**config.mk**
```make
export PLATFORM = sky130hd
export DESIGN_NAME = spfp_to_fixed_converter_flat
export DESIGN_NICKNAME = d
export VERILOG_FILES = /design/src/rtl/spfp_to_fixed_converter_pkg.sv /design/src/rtl/spfp_to_fixed_converter_if.sv /design/src/rtl/spfp_to_fixed_converter_unpack.sv /design/src/rtl/spfp_to_fixed_converter.sv /design/src/flat_wrapper.sv
export SDC_FILE = /design/constraint.sdc
export NUM_CORES = 1
export LEC_CHECK = 0
export BUFFER_PORTS_ARGS = -buffer_cell sky130_fd_sc_hd__clkbuf_2
export CAP_MARGIN = 15
export CORE_UTILIZATION = 40
export CTS_CLUSTER_DIAMETER = 50
export DETAILED_ROUTE_END_ITERATION = 7
export GPL_TIMING_DRIVEN = 1
export PLACE_DENSITY_LB_ADDON = 0.2
export SLEW_MARGIN = 20
export SYNTH_ARGS = -nofsm -noshare
export SYNTH_HDL_FRONTEND = slang
export SYNTH_HIERARCHICAL = 1
export SYNTH_SLANG_ARGS = --single-unit
```
**constraint.sdc**
```tcl
create_clock -name clk -period 6.54 [get_ports clk]
set_clock_uncertainty 0.2 [all_clocks]
set_input_delay 1.308 -clock clk [delete_from_list [all_inputs] [get_ports clk]]
set_output_delay 1.308 -clock clk [all_outputs]
set_load 0.05 [all_outputs]
```
**src/rtl/spfp_to_fixed_converter_pkg.sv**
```systemverilog
`default_nettype none
// ============================================================================
// Module   : spfp_pkg
// Purpose  : Shared single-precision float constants and types: field
//            widths, exponent bias, the packed operand layout and the
//            converter state encoding.
// Revision : 1.0  initial release
// ============================================================================
package spfp_pkg;

    localparam int        EXP_W    = 8;
    localparam int        MANT_W   = 23;
    localparam int        EXP_BIAS = 127;
    localparam logic [7:0] EXP_INF = 8'hFF;

    typedef struct packed {
        logic              sign;
        logic [EXP_W-1:0]  exp;
        logic [MANT_W-1:0] mant;
    } spfp_t;

    // Converter FSM state encoding
    typedef logic [1:0] state_t;
    localparam state_t ST_IDLE  = 2'd0;
    localparam state_t ST_LOAD  = 2'd1;
    localparam state_t ST_SHIFT = 2'd2;
    localparam state_t ST_DONE  = 2'd3;

endpackage
`default_nettype wire

```
**src/rtl/spfp_to_fixed_converter_if.sv**
```systemverilog
`default_nettype none
// ============================================================================
// Module   : spfp_to_fixed_converter_if
// Purpose  : Valid/ready bundle for the float-to-fixed converter.
//            Input side : in_valid, in_ready, in_data[31:0]
//            Output side: out_valid, out_ready, out_data[OUT_W-1:0],
//                         out_sat, out_exception
//            master = producer/consumer environment, slave = converter.
// Revision : 1.0  initial release
// ============================================================================
interface spfp_to_fixed_converter_if #(
    parameter int OUT_W = 16
);
    logic             in_valid;
    logic             in_ready;
    logic [31:0]      in_data;
    logic             out_valid;
    logic             out_ready;
    logic [OUT_W-1:0] out_data;
    logic             out_sat;
    logic             out_exception;

    modport master (
        output in_valid, in_data, out_ready,
        input  in_ready, out_valid, out_data, out_sat, out_exception
    );

    modport slave (
        input  in_valid, in_data, out_ready,
        output in_ready, out_valid, out_data, out_sat, out_exception
    );
endinterface
`default_nettype wire

```
**src/rtl/spfp_to_fixed_converter_unpack.sv**
```systemverilog
`default_nettype none
// ============================================================================
// Module   : spfp_unpack
// Purpose  : Combinational field split of a single-precision operand.
//            Denormals are flushed: any zero exponent yields a zero
//            significand and o_is_zero=1.
// Ports    : i_word     packed operand
//            o_sign     sign bit
//            o_exp      biased exponent
//            o_sig      24-bit significand with hidden bit
//            o_is_zero  exponent is zero (zero or denormal)
//            o_is_inf   exponent all ones, mantissa zero
//            o_is_nan   exponent all ones, mantissa non-zero
// Revision : 1.0  initial release
// ============================================================================
module spfp_unpack
    import spfp_pkg::*;
(
    input  spfp_t             i_word,
    output logic              o_sign,
    output logic [EXP_W-1:0]  o_exp,
    output logic [MANT_W:0]   o_sig,
    output logic              o_is_zero,
    output logic              o_is_inf,
    output logic              o_is_nan
);
    logic w_exp_max;
    logic w_mant_nz;

    assign w_exp_max = (i_word.exp == EXP_INF);
    assign w_mant_nz = (i_word.mant != '0);

    assign o_sign    = i_word.sign;
    assign o_exp     = i_word.exp;
    assign o_is_zero = (i_word.exp == '0);
    assign o_sig     = o_is_zero ? '0 : {1'b1, i_word.mant};
    assign o_is_inf  = w_exp_max & ~w_mant_nz;
    assign o_is_nan  = w_exp_max &  w_mant_nz;
endmodule
`default_nettype wire

```
**src/rtl/spfp_to_fixed_converter.sv**
```systemverilog
`default_nettype none
// ============================================================================
// Module   : spfp_to_fixed_converter
// Purpose  : Converts a single-precision float into signed two's-complement
//            Q(OUT_W-FRAC_W).FRAC_W using an iterative multi-bit shifter,
//            with saturation and Inf/NaN flagging.
// Ports    : clk  clock, rising edge
//            rst  synchronous reset, active-high
//            bus  slave side of spfp_to_fixed_converter_if
// Revision : 1.0  initial release
// ============================================================================
module spfp_to_fixed_converter #(
    parameter int OUT_W      = 16,
    parameter int FRAC_W     = 8,
    parameter int SHIFT_STEP = 4
) (
    input  wire logic                  clk,
    input  wire logic                  rst,
    spfp_to_fixed_converter_if.slave   bus
);
    import spfp_pkg::*;

    localparam int MAG_W = MANT_W + 1 + OUT_W;

    // value = sig * 2^s, s = exp - (bias + mant bits) + frac bits
    localparam logic signed [9:0] c_s_offset = 10'(EXP_BIAS + MANT_W - FRAC_W);
    localparam logic signed [9:0] c_s_sat    = 10'(OUT_W - 1);
    localparam logic signed [9:0] c_s_zero   = -10'(MANT_W + 1);

    localparam logic [MAG_W-1:0] c_lim_pos = {{(MAG_W-OUT_W+1){1'b0}}, {(OUT_W-1){1'b1}}};
    localparam logic [MAG_W-1:0] c_lim_neg = {{(MAG_W-OUT_W){1'b0}}, 1'b1, {(OUT_W-1){1'b0}}};
    localparam logic [OUT_W-1:0] c_max_pos = {1'b0, {(OUT_W-1){1'b1}}};
    localparam logic [OUT_W-1:0] c_max_neg = {1'b1, {(OUT_W-1){1'b0}}};

    state_t           r_state;
    spfp_t            r_word;
    logic             r_sign;
    logic             r_left;
    logic             r_exc;
    logic [9:0]       r_rem;
    logic [MAG_W-1:0] r_mag;
    logic             r_out_valid;
    logic [OUT_W-1:0] r_out_data;
    logic             r_out_sat;
    logic             r_out_exc;

    logic              w_sign;
    logic [EXP_W-1:0]  w_exp;
    logic [MANT_W:0]   w_sig;
    logic              w_is_zero;
    logic              w_is_inf;
    logic              w_is_nan;
    logic signed [9:0] w_s;
    logic [9:0]        w_abs_s;
    logic [3:0]        w_step;
    logic [9:0]        w_rem_next;
    logic [MAG_W-1:0]  w_mag_shifted;
    logic [MAG_W-1:0]  w_limit;
    logic              w_over;
    logic [OUT_W-1:0]  w_mag_lo;
    logic [OUT_W-1:0]  w_result;

    spfp_unpack u_unpack (
        .i_word    (r_word),
        .o_sign    (w_sign),
        .o_exp     (w_exp),
        .o_sig     (w_sig),
        .o_is_zero (w_is_zero),
        .o_is_inf  (w_is_inf),
        .o_is_nan  (w_is_nan)
    );

    assign w_s     = $signed({2'b00, w_exp}) - c_s_offset;
    assign w_abs_s = w_s[9] ? $unsigned(-w_s) : $unsigned(w_s);

    // Per-cycle shift distance: min(SHIFT_STEP, remaining)
    always_comb begin
        w_step = r_rem[3:0];
        if (r_rem > 10'(SHIFT_STEP)) begin
            w_step = 4'(SHIFT_STEP);
        end
    end

    assign w_rem_next    = r_rem - 10'(w_step);
    assign w_mag_shifted = r_left ? (r_mag << w_step) : (r_mag >> w_step);

    // Negative range reaches one step further than positive
    assign w_limit  = r_sign ? c_lim_neg : c_lim_pos;
    assign w_over   = (r_mag > w_limit);
    assign w_mag_lo = r_mag[OUT_W-1:0];
    assign w_result = w_over ? (r_sign ? c_max_neg : c_max_pos)
                             : (r_sign ? -w_mag_lo : w_mag_lo);

    // Fast paths preload the magnitude so the common clamp stage yields the
    // right answer: all-ones forces saturation, zero forces a zero result.
    always_ff @(posedge clk) begin
        if (rst) begin
            r_state     <= ST_IDLE;
            r_word      <= '0;
            r_sign      <= 1'b0;
            r_left      <= 1'b0;
            r_exc       <= 1'b0;
            r_rem       <= '0;
            r_mag       <= '0;
            r_out_valid <= 1'b0;
            r_out_data  <= '0;
            r_out_sat   <= 1'b0;
            r_out_exc   <= 1'b0;
        end else begin
            case (r_state)
                ST_IDLE: begin
                    if (bus.in_valid) begin
                        r_word  <= bus.in_data;
                        r_state <= ST_LOAD;
                    end
                end
                ST_LOAD: begin
                    r_sign  <= w_sign;
                    r_exc   <= w_is_inf | w_is_nan;
                    r_left  <= ~w_s[9];
                    r_rem   <= '0;
                    r_state <= ST_DONE;
                    if (w_is_nan || w_is_zero || (w_s <= c_s_zero)) begin
                        r_mag <= '0;
                    end else if (w_is_inf || (w_s >= c_s_sat)) begin
                        r_mag <= '1;
                    end else begin
                        r_mag <= {{OUT_W{1'b0}}, w_sig};
                        r_rem <= w_abs_s;
                        if (w_abs_s != '0) begin
                            r_state <= ST_SHIFT;
                        end
                    end
                end
                ST_SHIFT: begin
                    r_mag <= w_mag_shifted;
                    r_rem <= w_rem_next;
                    if (w_rem_next == '0) begin
                        r_state <= ST_DONE;
                    end
                end
                ST_DONE: begin
                    // First DONE cycle registers the clamped result; outputs
                    // then hold until the downstream handshake.
                    if (!r_out_valid) begin
                        r_out_valid <= 1'b1;
                        r_out_data  <= w_result;
                        r_out_sat   <= w_over;
                        r_out_exc   <= r_exc;
                    end else if (bus.out_ready) begin
                        r_out_valid <= 1'b0;
                        r_state     <= ST_IDLE;
                    end
                end
                default: r_state <= ST_IDLE;
            endcase
        end
    end

    assign bus.in_ready      = (r_state == ST_IDLE) & ~rst;
    assign bus.out_valid     = r_out_valid;
    assign bus.out_data      = r_out_data;
    assign bus.out_sat       = r_out_sat;
    assign bus.out_exception = r_out_exc;

endmodule
`default_nettype wire

```
**src/flat_wrapper.sv**
```systemverilog
// flat-port wrapper written by rule: the top's interface ports become plain ports
module spfp_to_fixed_converter_flat import spfp_pkg::*;
#(
    parameter int OUT_W      = 16,
    parameter int FRAC_W     = 8,
    parameter int SHIFT_STEP = 4
)
  (clk, rst, bus_in_valid, bus_in_data, bus_out_ready, bus_in_ready, bus_out_valid, bus_out_data, bus_out_sat, bus_out_exception);
  spfp_to_fixed_converter_if #(.OUT_W(OUT_W)) bus_i ();
  input  wire logic clk;
  input  wire logic rst;
  input wire logic [$bits(bus_i.in_valid)-1:0] bus_in_valid;
  input wire logic [$bits(bus_i.in_data)-1:0] bus_in_data;
  input wire logic [$bits(bus_i.out_ready)-1:0] bus_out_ready;
  output wire logic [$bits(bus_i.in_ready)-1:0] bus_in_ready;
  output wire logic [$bits(bus_i.out_valid)-1:0] bus_out_valid;
  output wire logic [$bits(bus_i.out_data)-1:0] bus_out_data;
  output wire logic [$bits(bus_i.out_sat)-1:0] bus_out_sat;
  output wire logic [$bits(bus_i.out_exception)-1:0] bus_out_exception;
  assign bus_i.in_valid = bus_in_valid;
  assign bus_i.in_data = bus_in_data;
  assign bus_i.out_ready = bus_out_ready;
  assign bus_in_ready = bus_i.in_ready;
  assign bus_out_valid = bus_i.out_valid;
  assign bus_out_data = bus_i.out_data;
  assign bus_out_sat = bus_i.out_sat;
  assign bus_out_exception = bus_i.out_exception;
  spfp_to_fixed_converter #(.OUT_W(OUT_W), .FRAC_W(FRAC_W), .SHIFT_STEP(SHIFT_STEP)) u_core (.clk(clk), .rst(rst), .bus(bus_i));
endmodule
```
After elaboration in Yosys (flattened, before gate mapping). Cells that the tools add are included. W data, S select, Z words.

Add/sub/neg operators: 4. Magnitude comparators: 4. Equality and inequality tests: 8. Shifts and indexed selects: 2. Multiplexer cells: 24. Bitwise gates (word level): 8. Reduce and logical (&&, ||, !) cells: 12.

Operator list (count): $mux W40 (3); $pmux W40 S2 (1); $mux W16 (4); $gt A40 B40 Y1 (1); $shl A40 B4 Y40 (1); $shr A40 B4 Y40 (1); $mux W10 (3); $mux W24 (1); $reduce_bool A23 Y1 (1); $pmux W10 S2 (1); $neg A16 Y16 (1); $mux W2 (6); $ge A10 B5 Y1 const B (1); $gt A10 B3 Y1 const B (1); $le A10 B6 Y1 const B (1); $logic_not A10 Y1 (1); $neg A10 Y10 (1); $reduce_bool A10 Y1 (1); $sub A10 B4 Y10 (1); $sub A8 B8 Y9 const B (1); $eq A8 B8 Y1 const B (1); $logic_not A8 Y1 (1); $pmux W2 S4 (1); $eq A2 B2 Y1 const B (2); other kinds (13) (25).

Bits in registers: 106. Input port bits: 36. Output and inout port bits: 20. Word-level logic and storage cells: 75.

Depth between registers and ports, before layout. Gate-level depths: netlist of run 1.

Word-level depth: 8. Depth in mapped cells: 14. Mapped depth without buffers: 11.

Cells and area by module. Netlist of run 1, hierarchy kept.

By module, submodules not included: spfp_to_fixed_converter (instances 1, cells each 1183, area each 8504.4 um^2, seq. area each 2122.0 um^2); spfp_unpack (instances 1, cells each 51, area each 321.6 um^2, seq. area each 0.0 um^2).

Worst setup path before layout of run 1. OpenSTA, ideal clock, no wires.

Path type: input -> output. Start point: in rst. End point: out bus_in_ready. Arrival: 2.395 ns. Data required time: 5.032 ns. Path slack: 2.637 ns. Stages: 3. Cell sequence: clkbuf_1 -> clkbuf_1 -> nor2b_1.

Longest elaborated chain between the ends: 2.

RTL lines: start: declaration (line flat_wrapper.sv:11) `input wire logic rst;`; $not A1 Y1 (line spfp_to_fixed_converter.sv:160) `assign bus.in_ready = (r_state == ST_IDLE) & ~rst;`; $and A1 B1 Y1 (line spfp_to_fixed_converter.sv:160); end: declaration (line flat_wrapper.sv:15) `output wire logic [$bits(bus_i.in_ready)-1:0] bus_in_ready;`.

No other way between the ends.

Final worst setup path of run 1. Ends and elaborated chain as after synthesis.

==> results of run 1 <==
## cell families after synthesis
| family | synth area share [%] |
|---|---|
| and+or+nand+nor | 25.7 |
| buffers and inverters | 7.87 |
| adders and majority gates | 4.11 |
| muxes | 5.74 |
| other | 0.0425 |
| xor gates and xnor gates | 1.69 |
| DFF | 24.0 |
| AOI/OAI and AO/OA | 30.8 |
## layout by cell type (no fill, tap or decap), types with 6 or more instances in the layout
master,count
mux4_2,12
clkbuf_2,54
nor3_1,18
nor2b_1,6
a21oi_1,115
o21ai_0,64
o221a_2,7
a22oi_1,6
or4_1,11
clkbuf_16,9
inv_1,24
or3_1,12
nand2_1,199
dfxtp_1,104
a311oi_1,25
o211ai_1,10
a32o_1,6
nand3b_1,7
nor4_1,19
a221oi_1,17
a211oi_1,29
mux2i_1,18
and2_1,36
nand4_1,12
nand2b_1,6
and3_1,8
a31oi_1,33
ha_1,28
o31ai_1,7
nor2_1,102
a32oi_1,11
o221ai_1,9
buf_4,22
nand3_1,35
xnor2_1,12
## critical path: stages
cell and delay, ns:
buf_2 0.08, buf_4 0.44, nor2b_1 0.09, clkbuf_2 0.25
## sequential cells by signal, indices dropped and copies added, names as in the netlist, 2 cells and up
register             count
u_core/r_mag            40
u_core/r_word           32
u_core/bus.out_data     16
u_core/r_rem            10
u_core/r_state           2
## worst min-delay path by stage
stage,from,end,cells after the start
after global routing,u_core/bus.out_data[9],u_core/bus.out_data[9],2
final,u_core/bus.out_data[6],u_core/bus.out_data[6],2
after detailed placement,u_core/bus.out_data[6],u_core/bus.out_data[6],2
after floorplan,u_core/r_exc,u_core/bus.out_exception,2
after CTS,u_core/bus.out_data[6],u_core/bus.out_data[6],2
after global placement,u_core/bus.out_data[6],u_core/bus.out_data[6],2
## power breakdown
group | internal [mW] | switching (mW) | leakage [nW]
clock network | 0.305 | 0.277 | 0.149
registers | 0.805 | 0.363 | 0.867
logic | 0.740 | 1.30 | 2.29
## per-layer routing
layer	vias up	track usage (%)
met5	-	0
met4	0	10.0
met3	71	6.03
met2	488	38.6
met1	4353	37.6
li1	4451	-
## area by class of cell
class / instances / area [um^2]
Sequential cell: 106 / 2120
Fill cell: 2197 / 12000
Clock buffer: 9 / 225
Tap cell: 275 / 344
Timing Repair Buffer: 77 / 440
Inverter: 25 / 93.8
Multi-Input combinational cell: 964 / 6010
Clock inverter: 7 / 88.8
==> summary.md, run 1 <==
| Metric | Value |
|---|---|
| Routability Congestion | 0.912 |
| Worst slew margin relative to its limit | 18.3% |
| Worst hold slack | 0.240 ns |
| Vias in the first global route | 8413 |
| Final setup violation count | 0 |
| Worst R2R End | u_core/r_mag[21] |
| Peak fanout along the critical path | 52 |
| Yosys warning total | 6 |
| Worst-case clock buffer depth | 2 |
| Layout Cell Area excl Fill | 9330 um^2 |
| M1 wire length | 13200 um |
| Async SR Flop Fraction | 0% |
| Overall track demand over capacity in global routing | 26.5% |
| Starting Density | 41.3% |
| Gr ovfl total | 0 |
| Clock-pin slew on the worst setup and hold paths | 0.07 ns |
| Flip-flop cell with the highest count after synthesis | dfxtp_1 |
| Clock Sink Count | 106 |
| P_leak | 3.31 nW |
| Commonest cells in the netlist | 199 x nand2_1, 115 x a21oi_1, 106 x clkbuf_1, 106 x dfxtp_1, 102 x nor2_1 |
| ANT nets after route | 0 |
| IO Port Bufs | 55 |
| Overall power of the completed layout | 3.79 mW |
| Net Count, Synth | 1299 |
| DP Worst Slack | 2.82 ns |
| Seq cells post-synth | 106 |
| Net total in the final layout | 1248 |
| Yosys cell types | 79 |
| Required arrival time at the worst endpoint | 5.03 ns |
| Cells taking the most area after synthesis | dfxtp_1 24%, nand2_1 8.5%, a21oi_1 6.5%, clkbuf_1 4.5%, nor2_1 4.3% |
| Final count of pins violating max slew | 0 |
| First-pass GRT wire length | 47200 um |
| Met3 routed WL | 2760 um |
| Wire length per cell after detailed routing | 20.1 um |
| Antenna fix cells | 0 |
| Power density normalized to cell area | 406 nW/um^2 |
| Startpoint of the lowest-slack register-to-register path | u_core/r_rem[0] |
| Die extent in y | 151 um |
| Post-synthesis cell area | 8830 um^2 |
| Width of the chip | 151 um |
| Worst min-delay path category | flop to flop |
| Maximum vdd ir drop | 0.219 mV |
| Post-CTS setup-driven buffer insertion count | 0 |
| WP data arrival | 2.20 ns |
| Transition time of the tightest slew-check pin | 1.22 ns |
| Full die area | 22700 um^2 |
| Remaining design rule violation count | 0 |
| Largest area contributor in the netlist | dfxtp_1 |
| Routed wire length | 29400 um |
| Period Utilization, post-route | 56.7% |
| Post-Place Cell Area | 9010 um^2 |
| Fraction of layout instances using a drive strength above 1 | 11.2% |
| Half-perimeter wire length of the detailed placement result | 19600 um |
| Routed met2 length | 12700 um |
| Instance count of the mapped netlist | 1234 |
| Shortest period the worst path allows | 3.71 ns |
| Antenna violations before repair | 0 |
| Status | finished, final reports clean |
| Top routing layer used | met4 |
| Number of maximum-capacitance violations | 0 |
| Post-layout instance count excluding filler cells | 1463 |
| Placed Cells | 1447 |
| Sequential area share after synthesis | 24.0% |
| Number of endpoints with negative hold slack in the final report | 0 |
| Largest net degree at the start of global routing | 62 |
| Critical path start-end classification | primary input to primary output |
| CP Capture Point | bus_in_ready |
| # hold bufs at CTS | 0 |
| Top cell type's share of synthesized area | 24.0% |
| Slack of the worst reg-to-reg path | 2.90 ns |
| Post-CTS sizing | 0 |
| Core occupancy in the finished layout | 43.7% |
| Core Region | 21400 um^2 |
| Length of the first detailed-routing pass in iterations | 6 |
| Final worst slack | 2.83 ns |
| Leading cell type by number of instances after synthesis | nand2_1 |
| Number of top-level pins | 56 |
| Final sum of negative setup slack | 0 ns |
| Clock insertion delay at the later pin of the skew report | 0.37 ns |
| Starting DRC count in detailed routing | 1018 |
| Worst setup EP type | primary output |
| Number of synthesized flops with an enable pin | 0 |
| Setup repair after global routing missed its margin | no |
| Category of the worst setup path launch point | primary input |
| H-tree depth reported by CTS | 3 |
| Length in cells of the worst reg-to-reg path | 8 |
| Vias per cell | 6.40 |
| Post-synthesis average cell area | 7.15 um^2 |
| Vias | 9363 |
| Root Driver | clkbuf_16 |
| Placement Rows | 53 |
| Maximum operating frequency | 0.270 GHz |
| Start point of the critical path | rst |
| TritonCTS buffer count | 9 |
| Area growth from synthesis to final layout | 5.70% |
| TritonCTS clock tree | built |
Power figures use the tool's default switching activity.
==> run 2: changes to the inputs <==
--- a/config.mk
+++ b/config.mk
@@ -5,6 +5,7 @@
 export SDC_FILE = /design/constraint.sdc
 export NUM_CORES = 1
 export LEC_CHECK = 0
+export ABC_AREA = 1
 export BUFFER_PORTS_ARGS = -buffer_cell sky130_fd_sc_hd__clkbuf_2
 export CAP_MARGIN = 15
 export CORE_UTILIZATION = 40
==> constraint.sdc (replaced) <==
create_clock -name clk -period 3 [get_ports clk]
set_clock_uncertainty 0.2 [all_clocks]
set_input_delay 0.6 -clock clk [delete_from_list [all_inputs] [get_ports clk]]
set_output_delay 0.6 -clock clk [all_outputs]
set_load 0.05 [all_outputs]
==> run 2 against run 1 <==
Against the previous run:
- core utilization is 0.78 points higher
- critical path depth is 11 higher
- global-route usage is 2.7 points lower
- non-clock buffer count is 18 higher
- clock power is 110% higher
- register-to-register slack worse by 2.6 ns
- power grew to 3.0 times the previous value
- critical path type is now flop to flop
- critical endpoint is now u_core/bus.out_data[15]
==> summary.md, run 2 <==
| Metric | Value |
|---|---|
| Clock insertion delay at the later pin of the skew report | 0.37 ns (about the same) |
| Shortest period the worst path allows | 2.69 ns |
| Status | finished, final reports clean |
| H-tree depth reported by CTS | 3 (unchanged) |
| Placement Rows | 53 (unchanged) |
| Biggest register | u_core/r_mag |
| Starting DRC count in detailed routing | 936 (-8.1%) |
| Number of cells traversed by the worst hold path | 3 (+1) |
| Worst slew margin relative to its limit | 39.6% (+21 points) |
| Commonest cells in the netlist | 318 x nand2_1, 229 x nand3_1, 161 x nor2_1 |
| WP data arrival | 2.79 ns (+0.59 ns) |
| Length of the first detailed-routing pass in iterations | 6 (unchanged) |
| Max stage delay on crit path | 0.38 ns (-0.06 ns) |
| Clock Sink Count | 106 (unchanged) |
| Leading cell type by number of instances after synthesis | nand2_1 |
| Vias per cell | 5.51 (-14%) |
| Sequential Power Share | 20.4% (-10 points) |
| Slack of the worst reg-to-reg path | 0.31 ns (-2.59 ns) |
| P_leak | 4.13 nW (+25%) |
| Antenna violations before repair | 0 (unchanged) |
| Routed wire length | 25800 um (-12%) |
| Final sum of negative setup slack | 0 ns (unchanged) |
| Critical path start-end classification | flop to flop |
| Largest area contributor in the netlist | dfxtp_1 |
| Half-perimeter wire length of the detailed placement result | 18700 um (-4.8%) |
| TritonCTS clock tree | built |
| Instance count of the mapped netlist | 1419 (+15%) |
| Seq cells post-synth | 106 (unchanged) |
| Net Count, Synth | 1484 (+14%) |
| Starting Density | 40.7% (-0.66 points) |
| Core occupancy in the finished layout | 44.5% (+0.78 points) |
| Vias | 9403 (+0.43%) |
| Die extent in y | 148 um (-1.7%) |
| Sw Share | 56.4% (+5.2 points) |
| Final setup violation count | 0 (unchanged) |
| Post-layout instance count excluding filler cells | 1707 (+17%) |
| Yosys cell types | 43 (-46%) |
| Number of synthesized flops with an enable pin | 0 (unchanged) |
| Power density normalized to cell area | 1230 nW/um^2 (+200%) |
| Worst-case clock buffer depth | 2 (unchanged) |
| Core Region | 21000 um^2 (-1.9%) |
| Width of the chip | 148 um (-1.7%) |
| Part of the total power dissipated in the clock network | 10.7% (-4.7 points) |
| Fraction of layout instances using a drive strength above 1 | 11.2% (-0.022 points) |
| TritonCTS buffer count | 9 (unchanged) |
| Vias in the first global route | 8261 (-1.8%) |
| First-pass GRT wire length | 42300 um (-10%) |
| Transition time of the tightest slew-check pin | 0.906 ns (-0.315 ns) |
| Root Driver | clkbuf_16 |
| Area growth from synthesis to final layout | 9.32% |
| Final count of pins violating max slew | 0 (unchanged) |
| # hold bufs at CTS | 0 (unchanged) |
| Routability Congestion | 0.871 (-4.5%) |
| Cell type group with the largest total delay on the critical path | buffers and inverters |
| Worst setup EP type | flop |
| Most frequent standard cell in the layout excluding fill and tap cells | nand2_1 |
| Largest net degree at the start of global routing | 58 (-6.5%) |
| Full die area | 21900 um^2 (-3.4%) |
| Cell internal power dissipation | 5.00 mW (+170%) |
| Net total in the final layout | 1492 (+20%) |
| Maximum vdd ir drop | 0.692 mV (+220%) |
| Combinational Power Share | 68.8% (+15 points) |
| Peak fanout along the critical path | 23 (-56%) |
| Gr ovfl total | 0 (unchanged) |
| Flip-flop cell with the highest count after synthesis | dfxtp_1 |
| Top cell type's share of synthesized area | 24.9% (+0.85 points) |
| Post-synthesis cell area | 8520 um^2 (-3.4%) |
| Cell with the largest stage delay on the worst path | inv_1 |
| Worst min-delay path category | primary input to flop |
| Crit path cell chain | buf_4 -> ha_1 -> nand2_1 -> inv_1 -> o21ai_0 -> a21boi_0 -> nor4_1 -> nand2_1 -> nand2_1 -> inv_1 -> nand2_1 -> nand2_1 -> inv_1 -> nand2_1 -> a21oi_1 |
| Sequential area share after synthesis | 24.9% (+0.85 points) |
| Count of buffering cells on the critical path with inverters included | 4 (+1) |
| Setup repair after global routing missed its margin | no |
| Number of gates on the worst path with buffers counted | 15 (+11) |
| Yosys warning total | 6 (unchanged) |
| Number of endpoints with negative hold slack in the final report | 0 (unchanged) |
| Net switching component of the power | 6.48 mW (+230%) |
| Commonest cells after routing, fill and taps aside | 318 x nand2_1, 229 x nand3_1, 160 x nor2_1, 122 x o21ai_0, 106 x inv_1 |
| Number of flip-flops under the largest register name | 40 (unchanged) |
| Overall track demand over capacity in global routing | 23.8% (-2.7 points) |
| Number of top-level pins | 56 (unchanged) |
| Remaining design rule violation count | 0 (unchanged) |
| Required arrival time at the worst endpoint | 3.10 ns (-1.93 ns) |
| Category of the worst setup path launch point | flop |
| IO Port Bufs | 55 (unchanged) |
| Layout Cell Area excl Fill | 9320 um^2 (-0.12%) |
| Period Utilization, post-route | 89.6% |
| Number of maximum-capacitance violations | 0 (unchanged) |
| Cells taking the most area after synthesis | dfxtp_1 25%, nand2_1 14%, nand3_1 13%, o21ai_0 7.2%, nor2_1 7.1% |
| Post-synthesis average cell area | 6.01 um^2 (-16%) |
| Placed Cells | 1691 (+17%) |
| Post-Place Cell Area | 9010 um^2 (unchanged) |
| Maximum operating frequency | 0.372 GHz |
| Wire length per cell after detailed routing | 15.1 um (-25%) |
| Post-CTS sizing | 0 (unchanged) |
| Antenna fix cells | 0 (unchanged) |
| Post-CTS setup-driven buffer insertion count | 0 (unchanged) |
| Length in cells of the worst reg-to-reg path | 15 (+7) |
| Worst path most repeated cell | nand2_1 |
| Async SR Flop Fraction | 0% (unchanged) |
| ANT nets after route | 0 (unchanged) |
| Clock-pin slew on the worst setup and hold paths | 0.08 ns (about the same) |
## run 2: cell types whose count changed after synthesis, moves of 24 or more
cell	delta
a211oi_1	-25
a21oi_1	-54
nand3_1	+194
clkbuf_1	-58
and2_1	-36
inv_1	+84
nor2_1	+59
o21ai_0	+59
a311oi_1	-25
nand2_1	+119
o21ai_1	+24
## run 2: cells by family (layout without fill, tap and decap cells)
| group | count (synthesis) | in the layout | share of synthesized area (%) |
|---|---|---|---|
| and+or+nand+nor | 771 | 771 | 39.5 |
| AOI/OAI and AO/OA | 291 | 291 | 19.4 |
| buffers and inverters | 212 | 225 | 11.0 |
| DFF | 106 | 106 | 24.9 |
| adders and majority gates | 29 | 29 | 4.26 |
| xor gates and xnor gates | 9 | 9 | 0.925 |
| other | 1 | 1 | 0.0440 |
## run 2: path summary, 6_finish.rpt
| path | startpoint | to |
|---|---|---|
| worst max-delay path | u_core/r_sign | u_core/bus.out_data[15] |
| worst min-delay path | bus_in_data[16] | u_core/r_word[16] |
| worst max register to register | u_core/r_sign | u_core/bus.out_data[15] |
| worst min register to register | u_core/bus.out_data[15] | u_core/bus.out_data[15] |
## run 2: per-layer routing
layer  global-route usage [%]  wire length, um  up-vias
met3                     3.15             1850       28
met2                     36.1            11100      355
met4                     7.53              488        0
met1                     34.5            12300     4221
met5                        0                0        -
li1                         -                -     4799
## run 2: final cells by class
cell class	instances	area, um^2
repair buffers	95	651
well taps	275	344
fillers	2292	11600
clock buffers	9	225
multi-input cells	1101	5470
inverters	114	428
clock inverters	7	76.3
flip-flops and latches	106	2120
## run 2: through the flow
step	total power [mW]	hold slack (ns)	setup WS [ns]
2_1_floorplan	8.08	0.249	0.0818
3_3_place_gp	10.1	0.253	0.355
3_5_place_dp	10.1	0.263	0.313
4_1_cts	11.4	0.271	0.290
5_1_grt	12.5	0.294	0.0290
6_report	11.5	0.279	0.311
## run 2: power by group through the flow
| stage | combinational, mW | clock [mW] | sequential (mW) |
|---|---|---|---|
| after floorplan | 5.69 | 0 | 2.39 |
| after global placement | 7.75 | 0 | 2.35 |
| after detailed placement | 7.74 | 0 | 2.36 |
| after CTS | 7.77 | 1.27 | 2.33 |
| after global routing | 8.79 | 1.31 | 2.41 |
| final | 7.90 | 1.23 | 2.34 |
## run 2: worst min-delay path, stage by stage
cell	delay (ns)
clkbuf_2	0.07
o21ai_0	0.07
nor2_1	0.07
==> run 3: changes to the inputs <==
--- a/config.mk
+++ b/config.mk
@@ -8,7 +8,7 @@
 export ABC_AREA = 1
 export BUFFER_PORTS_ARGS = -buffer_cell sky130_fd_sc_hd__clkbuf_2
 export CAP_MARGIN = 15
-export CORE_UTILIZATION = 40
+export CORE_UTILIZATION = 55
 export CTS_CLUSTER_DIAMETER = 50
 export DETAILED_ROUTE_END_ITERATION = 7
 export GPL_TIMING_DRIVEN = 1
==> constraint.sdc (replaced) <==
create_clock -name clk -period 2.8 [get_ports clk]
set_clock_uncertainty 0.2 [all_clocks]
set_input_delay 0.56 -clock clk [delete_from_list [all_inputs] [get_ports clk]]
set_output_delay 0.56 -clock clk [all_outputs]
set_load 0.05 [all_outputs]
==> run 3 against run 2 <==
Against the previous run:
- global-route usage rose by 8.3 points
- final cell count decreased by 4.9%
- register-to-register slack worse by 0.06 ns
- sequential power rose by 11%
- first-iteration DRC count grew 19%
- clock power up 7%
- critical endpoint is now u_core/r_state[0]
==> summary.md, run 3 (synthesized netlist as in run 2, its figures left out) <==
| Metric | Value |
|---|---|
| Width of the chip | 126 um (-15%) |
| Half-perimeter wire length of the detailed placement result | 18200 um (-2.6%) |
| Root Driver | clkbuf_16 |
| Met3 routed WL | 2580 um (+40%) |
| Routability Congestion | 0.909 (+4.4%) |
| Full die area | 16000 um^2 (-27%) |
| Sequential Power Share | 21.2% (+0.8 points) |
| Max stage delay on crit path | 0.40 ns (+0.02 ns) |
| Combinational Power Share | 68.1% (-0.7 points) |
| Crit path cell chain | inv_1 -> nor2_1 -> nor2_2 -> nand2_4 -> nand2_2 -> ha_1 -> inv_1 -> nand2_1 -> nand2_2 -> nand3_1 -> nand2_1 -> nand2_1 -> nor2_1 -> nand2_1 -> a21oi_1 -> nand2_1 -> a21oi_1 |
| Number of maximum-capacitance violations | 0 (unchanged) |
| Maximum operating frequency | 0.392 GHz (+5.5%) |
| Largest net degree at the start of global routing | 63 (+8.6%) |
| Vias per cell | 5.91 (+7.3%) |
| WP data arrival | 2.64 ns (-0.15 ns) |
| Antenna fix cells | 0 (unchanged) |
| First-pass GRT wire length | 41500 um (-1.9%) |
| Final setup violation count | 0 (unchanged) |
| Worst slew margin relative to its limit | 40.2% (+0.63 points) |
| Sw Share | 56.1% (-0.36 points) |
| Vias in the first global route | 8257 (-0.048%) |
| Number of top-level pins | 56 (unchanged) |
| Final count of pins violating max slew | 0 (unchanged) |
| Required arrival time at the worst endpoint | 2.89 ns (-0.21 ns) |
| Number of endpoints with negative hold slack in the final report | 0 (unchanged) |
| Category of the worst setup path launch point | flop |
| Status | finished, final reports clean |
| Worst setup EP type | flop |
| Starting DRC count in detailed routing | 1110 (+19%) |
| Top routing layer used | met4 |
| Vias | 9596 (+2.1%) |
| Layout filler cell count | 1536 (-33%) |
| Commonest cells after routing, fill and taps aside | 317 x nand2_1, 229 x nand3_1, 160 x nor2_1, 120 x o21ai_0, 105 x inv_1 |
| Net switching component of the power | 6.89 mW (+6.4%) |
| Starting Density | 56.3% (+16 points) |
| ANT nets after route | 0 (unchanged) |
| Shortest period the worst path allows | 2.55 ns (-0.139 ns) |
| Remaining design rule violation count | 0 (unchanged) |
| Final sum of negative setup slack | 0 ns (unchanged) |
| Number of flip-flops under the largest register name | 40 (unchanged) |
| Overall track demand over capacity in global routing | 32.1% (+8.3 points) |
| Worst min-delay path category | primary input to flop |
| Biggest register | u_core/r_mag |
| M1 wire length | 11700 um (-5.1%) |
| Power density normalized to cell area | 1330 nW/um^2 (+7.7%) |
| Clock insertion delay at the later pin of the skew report | 0.37 ns (about the same) |
| IO Port Bufs | 55 (unchanged) |
| Antenna violations before repair | 0 (unchanged) |
| Wire length per cell after detailed routing | 15.7 um (+3.9%) |
| Clock Sink Count | 106 (unchanged) |
| Area growth from synthesis to final layout | 8.73% |
| Part of the total power dissipated in the clock network | 10.7% (about the same) |
| TritonCTS clock tree | built |
| Worst hold slack | 0.239 ns (-0.0406 ns) |
| Period Utilization, post-route | 91.1% (+1.4 points) |
| Transition time of the tightest slew-check pin | 0.896 ns (-0.00945 ns) |
| Worst path most repeated cell | nand2_1 |
| Setup repair after global routing missed its margin | no |
| Routed met2 length | 10900 um (-2.5%) |
| TritonCTS buffer count | 9 (unchanged) |
| Most frequent standard cell in the layout excluding fill and tap cells | nand2_1 |
| P_leak | 4.14 nW (+0.12%) |
| Critical path start-end classification | flop to flop |
| Clock-pin slew on the worst setup and hold paths | 0.08 ns (about the same) |
| Gr ovfl total | 0 (unchanged) |
| Routed wire length | 25500 um (-1.2%) |
| Worst-case clock buffer depth | 2 (unchanged) |
| Fraction of layout instances using a drive strength above 1 | 11.7% (+0.53 points) |
| Core Region | 15100 um^2 (-28%) |
| Cell internal power dissipation | 5.40 mW (+8.0%) |
| Placement Rows | 45 (-15%) |
| Length of the first detailed-routing pass in iterations | 6 (unchanged) |
| Cell with the largest stage delay on the worst path | dfxtp_1 |
| Overall power of the completed layout | 12.3 mW (+7.1%) |
| H-tree depth reported by CTS | 3 (unchanged) |
| Die extent in y | 126 um (-15%) |
| Maximum vdd ir drop | 0.875 mV (+27%) |
| Net total in the final layout | 1495 (+0.20%) |
| Peak fanout along the critical path | 9 (-61%) |
[run 3: changes by cell type in the layout (fill, tap and decap cells not counted), sizes merged]
cell	change
clkinvlp	+3
inv	-2
buf	+2
[run 3: repair_timing]
action	CTS	global route
setup buffers	0	7
setup endpoints to repair	0	42
hold buffers	0	0
resized for setup	0	10
[run 3: worst paths after layout]
path	start	endpoint	slack, ns	depth (start not counted)
hold / removal	bus_in_data[22]	u_core/r_word[22]	0.24	3
setup / recovery	u_core/r_rem[2]	u_core/r_state[0]	0.25	17
hold reg to reg	u_core/bus.out_data[15]	u_core/bus.out_data[15]	0.28	2
setup reg to reg	u_core/r_rem[2]	u_core/r_state[0]	0.25	17
[run 3: layer usage]
metal / up-vias / global-route usage (%)
li1: 4796 / -
met5: - / 0
met3: 24 / 7.47
met2: 450 / 48.8
met1: 4326 / 45.8
met4: 0 / 7.58
[run 3: final cells by class]
class / instances / area [um^2] / area share (%)
Clock buffer: 9 / 225 / 2.43
Timing Repair Buffer: 97 / 678 / 7.32
Tap cell: 188 / 235 / 2.54
Sequential cell: 106 / 2130 / 23.0
Clock inverter: 7 / 80.1 / 0.864
Inverter: 114 / 432 / 4.66
Multi-Input combinational cell: 1101 / 5480 / 59.1
Timing Repair inverter: 1 / 7.51 / 0.0810
[run 3: through the flow]
step	setup WS, ns	cell area, um^2	instances	util [%]
2_1_floorplan	0.0350	8530	1419	-
3_3_place_gp	0.137	8880	1599	58.7
3_5_place_dp	0.0780	8880	1599	58.7
4_1_cts	0.0464	9190	1615	60.7
5_1_grt	0.00776	9270	1623	61.2
6_report	0.250	9270	1623	61.2
[run 3: power groups by stage]
| stage | registers, mW | logic, mW | clock network, mW |
|---|---|---|---|
| floorplan | 2.56 | 6.10 | 0 |
| global placement | 2.60 | 8.01 | 0 |
| detailed placement | 2.61 | 8.03 | 0 |
| CTS | 2.58 | 8.07 | 1.35 |
| global route | 2.66 | 9.28 | 1.40 |
| finish | 2.60 | 8.37 | 1.32 |
[run 3: critical path: cells and delay by family (launching register included)]
kind / cells / cell delay [ns]
AOI/OAI and AO/OA: 2 / 0.32
DFF: 1 / 0.40
adders and majority gates: 1 / 0.19
buffers and inverters: 2 / 0.17
and+or+nand+nor: 12 / 1.19
